<file path="src/rtl/proc_ctrl_pkg.sv">
// Shared step-controller definitions: FSM state encodings and
// the debounce default, also used by the processor top for debug LEDs.
package proc_ctrl_pkg;

    typedef enum logic [1:0] {
        IDLE     = 2'd0,
        RUN      = 2'd1,
        STEP_ARM = 2'd2,
        CPU_HALT = 2'd3
    } state_t;

    localparam int DEBOUNCE_CYCLES_DEFAULT = 500000;

endpackage

</file>
<file path="src/rtl/sync_debounce.sv">
// Two-flop synchroniser, debounce counter and one-cycle rising-edge
// pulse for a raw mechanical input.
module sync_debounce #(
    parameter int CYCLES = 500000,
    parameter int CW     = 20
) (
    input  logic clk,
    input  logic rst,
    input  logic raw,
    output logic rise
);

    logic          s1;
    logic          s2;
    logic          level;
    logic          level_d;
    logic [CW-1:0] cnt;

    // Counter only advances while the synced input disagrees with
    // the debounced level; any agreement restarts the stability window.
    always_ff @(posedge clk or posedge rst) begin
        if (rst) begin
            s1      <= 1'b0;
            s2      <= 1'b0;
            level   <= 1'b0;
            level_d <= 1'b0;
            cnt     <= '0;
        end else begin
            s1      <= raw;
            s2      <= s1;
            level_d <= level;
            if (s2 == level) begin
                cnt <= '0;
            end else if (cnt == CW'(CYCLES - 1)) begin
                level <= s2;
                cnt   <= '0;
            end else begin
                cnt <= cnt + 1'b1;
            end
        end
    end

    assign rise = level & ~level_d;

endmodule

</file>
<file path="src/rtl/proc_step_ctrl.sv">
// Turns the divider's slow square wave into single-cycle step enables
// with free-run, halt and debounced single-step modes.
module proc_step_ctrl
    import proc_ctrl_pkg::*;
#(
    parameter int DEBOUNCE_CYCLES = DEBOUNCE_CYCLES_DEFAULT,
    parameter int DB_W            = 20,
    parameter int STEP_W          = 16
) (
    input  logic              clkIn,
    input  logic              rst,
    input  logic              slowClk,
    input  logic              runSw,
    input  logic              stepBtn,
    input  logic              haltReq,
    output logic              stepEn,
    output logic              running,
    output logic              halted,
    output logic [STEP_W-1:0] stepCount
);

    logic   slow_s1;
    logic   slow_s2;
    logic   slow_d;
    logic   tick;
    logic   run_s1;
    logic   run_s2;
    logic   step_req;
    state_t state;
    state_t state_nx;
    logic   en_nx;

    sync_debounce #(
        .CYCLES (DEBOUNCE_CYCLES),
        .CW     (DB_W)
    ) u_btn (
        .clk  (clkIn),
        .rst  (rst),
        .raw  (stepBtn),
        .rise (step_req)
    );

    // tick is registered so a slowClk rise reaches stepEn in 4 edges
    always_ff @(posedge clkIn or posedge rst) begin
        if (rst) begin
            slow_s1 <= 1'b0;
            slow_s2 <= 1'b0;
            slow_d  <= 1'b0;
            tick    <= 1'b0;
            run_s1  <= 1'b0;
            run_s2  <= 1'b0;
        end else begin
            slow_s1 <= slowClk;
            slow_s2 <= slow_s1;
            slow_d  <= slow_s2;
            tick    <= slow_s2 & ~slow_d;
            run_s1  <= runSw;
            run_s2  <= run_s1;
        end
    end

    always_comb begin
        state_nx = state;
        en_nx    = 1'b0;
        unique case (state)
            IDLE: begin
                if (haltReq)       state_nx = CPU_HALT;
                else if (run_s2)   state_nx = RUN;
                else if (step_req) state_nx = STEP_ARM;
            end
            RUN: begin
                if (haltReq)      state_nx = CPU_HALT;
                else if (!run_s2) state_nx = IDLE;
                else if (tick)    en_nx    = 1'b1;
            end
            STEP_ARM: begin
                if (haltReq) begin
                    state_nx = CPU_HALT;
                end else if (tick) begin
                    en_nx    = 1'b1;
                    state_nx = IDLE;
                end
            end
            CPU_HALT: begin
                if (!run_s2 && step_req) state_nx = IDLE;
            end
        endcase
    end

    always_ff @(posedge clkIn or posedge rst) begin
        if (rst) begin
            state     <= IDLE;
            stepEn    <= 1'b0;
            running   <= 1'b0;
            halted    <= 1'b0;
            stepCount <= '0;
        end else begin
            state   <= state_nx;
            stepEn  <= en_nx;
            running <= (state_nx == RUN);
            halted  <= (state_nx == CPU_HALT);
            if (en_nx) stepCount <= stepCount + 1'b1;
        end
    end

endmodule

</file>
<file path="config.mk">
export PLATFORM = sky130hd
export DESIGN_NAME = proc_step_ctrl
export DESIGN_NICKNAME = d
export VERILOG_FILES = /design/src/rtl/proc_ctrl_pkg.sv /design/src/rtl/sync_debounce.sv /design/src/rtl/proc_step_ctrl.sv
export SDC_FILE = /design/constraint.sdc
export NUM_CORES = 1
export LEC_CHECK = 0
export CAP_MARGIN = 20
export CORE_UTILIZATION = 60
export DETAILED_ROUTE_END_ITERATION = 16
export PLACE_DENSITY = 0.95
export REMOVE_ABC_BUFFERS = 1
export SLEW_MARGIN = 10
export SYNTH_ARGS = -nofsm -noshare
export SYNTH_HDL_FRONTEND = slang
export SYNTH_SLANG_ARGS = --single-unit
</file>
<file path="constraint.sdc">
create_clock -name clkIn -period 3.4 [get_ports clkIn]
set_input_delay 0.34 -clock clkIn [delete_from_list [all_inputs] [get_ports clkIn]]
set_output_delay 0.34 -clock clkIn [all_outputs]
set_load 0.005 [all_outputs]
</file>
==> flow_summary.yaml <==
outcome:
  outcome: "completed"
cells_and_area:
  largest_register_ffs: 20
  drive_gt1_share_pct: 7.08
  n_antenna_cell: 0
  fin_nets: 251
  area_growth_pct: 17.9
  reg_top3: "u_btn.cnt x20, stepCount x16, state x2"
  largest-register: "u_btn.cnt"
  final_util_pct: 74.2
synthesis:
  synth_cell_types: 35
  ys_seq_elements: 51
  synth_most_common_cell: "dfrtp_1"
  yosys-top-cells-count: "dfrtp_1, nor2_1, xnor2_1"
  yosysWarnings: 0
  synth-async-reset-ratio_pct: 100
  yosysSeqAreaShare_pct: 55.4
  netlist_area_um2: 2300
  synth_area_per_cell_um2: 11.1
  synth_ff_type: "dfrtp_1"
  synth_enable_flop_cells: 0
  yosys.area.top_type: "dfrtp_1"
  synth_top_cell_area_share_pct: 55.4
  synthTopCellsByArea: "dfrtp_1, xnor2_1, xor2_1, nor2_1, ha_1"
  synthCells: 208
sta:
  fin_setup_tns_ns: 0
  fin_crit_ns: 2.17
  hold_viol_final: 0
  rsz0062_at_grt: "no"
  fmax_ghz: 0.460
  slew_headroom_pct: 43.0
  finClkSkew_ns: 0.00717
  worst_slew_pin_slew_ns: 0.848
  min_period_over_period_pct: 63.9
  timing.hold.ws_ns: 0.307
  setup_viol: 0
  slew_viol_final: 0
route:
  viasPerCell: 5.59
  drt_iter0_markers: 87
  drt-pass1-iter-count: 4
  vias: 1609
  postRouteAntennaNets: 0
  drt_wl_total_um: 4080
  post_drt_wl_per_cell_um: 14.2
  drc: 0
worst_setup_path:
  crit_required_ns: 3.59
  critPathArrivalTime_ns: 2.36
  cp_max_fo: 7
  cp-end-kind: "register"
  r2r_start: "state[1]$_DFF_PP0_"
  r2r_end: "stepCount[11]$_DFFE_PP0P_"
  reg2reg_slack_ns: 1.23
  crit_path_start_kind: "register"
  r2r_cells: 6
  crit_type: "register to register"
clock_tree:
  post_cts_resized: 0
  cts_hold_buffers: 0
  clk-insertion-delay-late_ns: 0.30
  cts_buffers: 5
  path_clk_slew_ns: 0.09
  cts_root_buffer: "clkbuf_8"
  cts.htree.levels: 2
  ctsLongestPathBuffers: 2
  tritoncts: "done"
  post_cts_buffers: 0
  clock-sinks: 51
placed_design:
  place.gp.congestion: 0.798
  portBuffers: 24
  place_hpwl_um: 2790
floorplanning:
  rows: 22
  core_area_um2: 3660
  chipWidth_um: 64.0
  fp.dieH_um: 64.0
  initial_core_util_pct: 63.0
  io_pins: 25
  die_area_um2: 4090
global_route:
  gr-usage-all-layers_pct: 23.1
  grt_max_degree: 52
  grt_pass1_wl_um: 7130
  antenna_found_initial: 0
  grt_pass1_vias: 1618
  overflow: 0
pwr:
  ir_worst_vdd_mv: 0.246
  p_leak_nw: 1.17
  p_per_area_nw_per_um2: 495
job:
  maxCapViolations: 0
hold_path:
  worst_hold_path_type: "input port to asynchronous set/reset pin"
[power breakdown]
part,switching (mW),internal [mW]
registers,0.0449,0.652
clock network,0.189,0.185
logic,0.132,0.140
total,0.366,0.978
[metrics by stage]
| step | std cells | setup WS, ns | cell area (µm²) | power [mW] |
|---|---|---|---|---|
| after floorplan | 207 | 1.45 | 2290 | 0.866 |
| after global placement | 279 | 1.29 | 2590 | 0.951 |
| after detailed placement | 279 | 1.20 | 2590 | 0.973 |
| after CTS | 287 | 1.22 | 2700 | 1.35 |
| after global routing | 288 | 1.04 | 2720 | 1.41 |
| final | 288 | 1.23 | 2720 | 1.34 |
[layout make-up]
cell class | instances | area (µm²)
inverters | 8 | 30.0
flip-flops and latches | 51 | 1280
clock buffers | 7 | 96.3
fillers | 252 | 943
well taps | 48 | 60.1
repair buffers | 25 | 260
clock inverters | 1 | 7.51
multi-input cells | 148 | 987
[layer usage]
layer	share of wire (%)	GRT usage [%]
met1	45	27.9
met2	50	38.6
met3	3.1	5.89
met4	1.8	10.8
met5	0	0
[cell families (layout without fill, tap and decap cells)]
group / count (synthesis) / count (layout) / synth area share, %
fa+ha+maj: 6 / 6 / 3.26
buf+inv: 9 / 41 / 1.79
xor+xnor: 31 / 31 / 11.8
compound gates: 16 / 16 / 4.99
flops: 51 / 51 / 55.4
mux: 2 / 2 / 0.977
simple gates: 93 / 93 / 21.8
[worst max-delay path: stages (launching register included)]
cell and delay [ns]:
dfrtp_1 0.42, inv_1 0.12, ha_1 0.28, a21oi_1 0.14
nor3_1 0.72, nand4_1 0.21, xnor2_1 0.17
[how the worst max path moves through the flow]
stage	from	endpoint	slack (ns)	cells after the start
6_report	state[1]$_DFF_PP0_	stepCount[11]$_DFFE_PP0P_	1.23	6
5_1_grt	state[1]$_DFF_PP0_	stepCount[15]$_DFFE_PP0P_	1.04	6
4_1_cts	state[1]$_DFF_PP0_	stepCount[11]$_DFFE_PP0P_	1.22	6
3_5_place_dp	haltReq	stepCount[11]$_DFFE_PP0P_	1.20	5
3_3_place_gp	haltReq	stepCount[11]$_DFFE_PP0P_	1.29	5
2_1_floorplan	u_btn.cnt[11]$_DFF_PP0_	u_btn.level$_DFFE_PP0P_	1.45	4
[layout by cell type (no fill, tap or decap), types with 2 or more instances in the layout]
cell             count
dfrtp_1             51
clkdlybuf4s50_1     24
nor2_1              23
xnor2_1             19
nand3_1             14
nand2_1             12
xor2_1              12
nor3_1               9
inv_1                7
clkbuf_8             7
nand4_1              6
ha_1                 6
a21oi_1              5
nor2b_1              5
or3_1                4
o21ai_0              4
nor4_1               4
and4_1               3
or4b_1               2
mux2_2               2
and3_1               2
or4_1                2
Note: power is estimated with default switching activity, not from simulation.
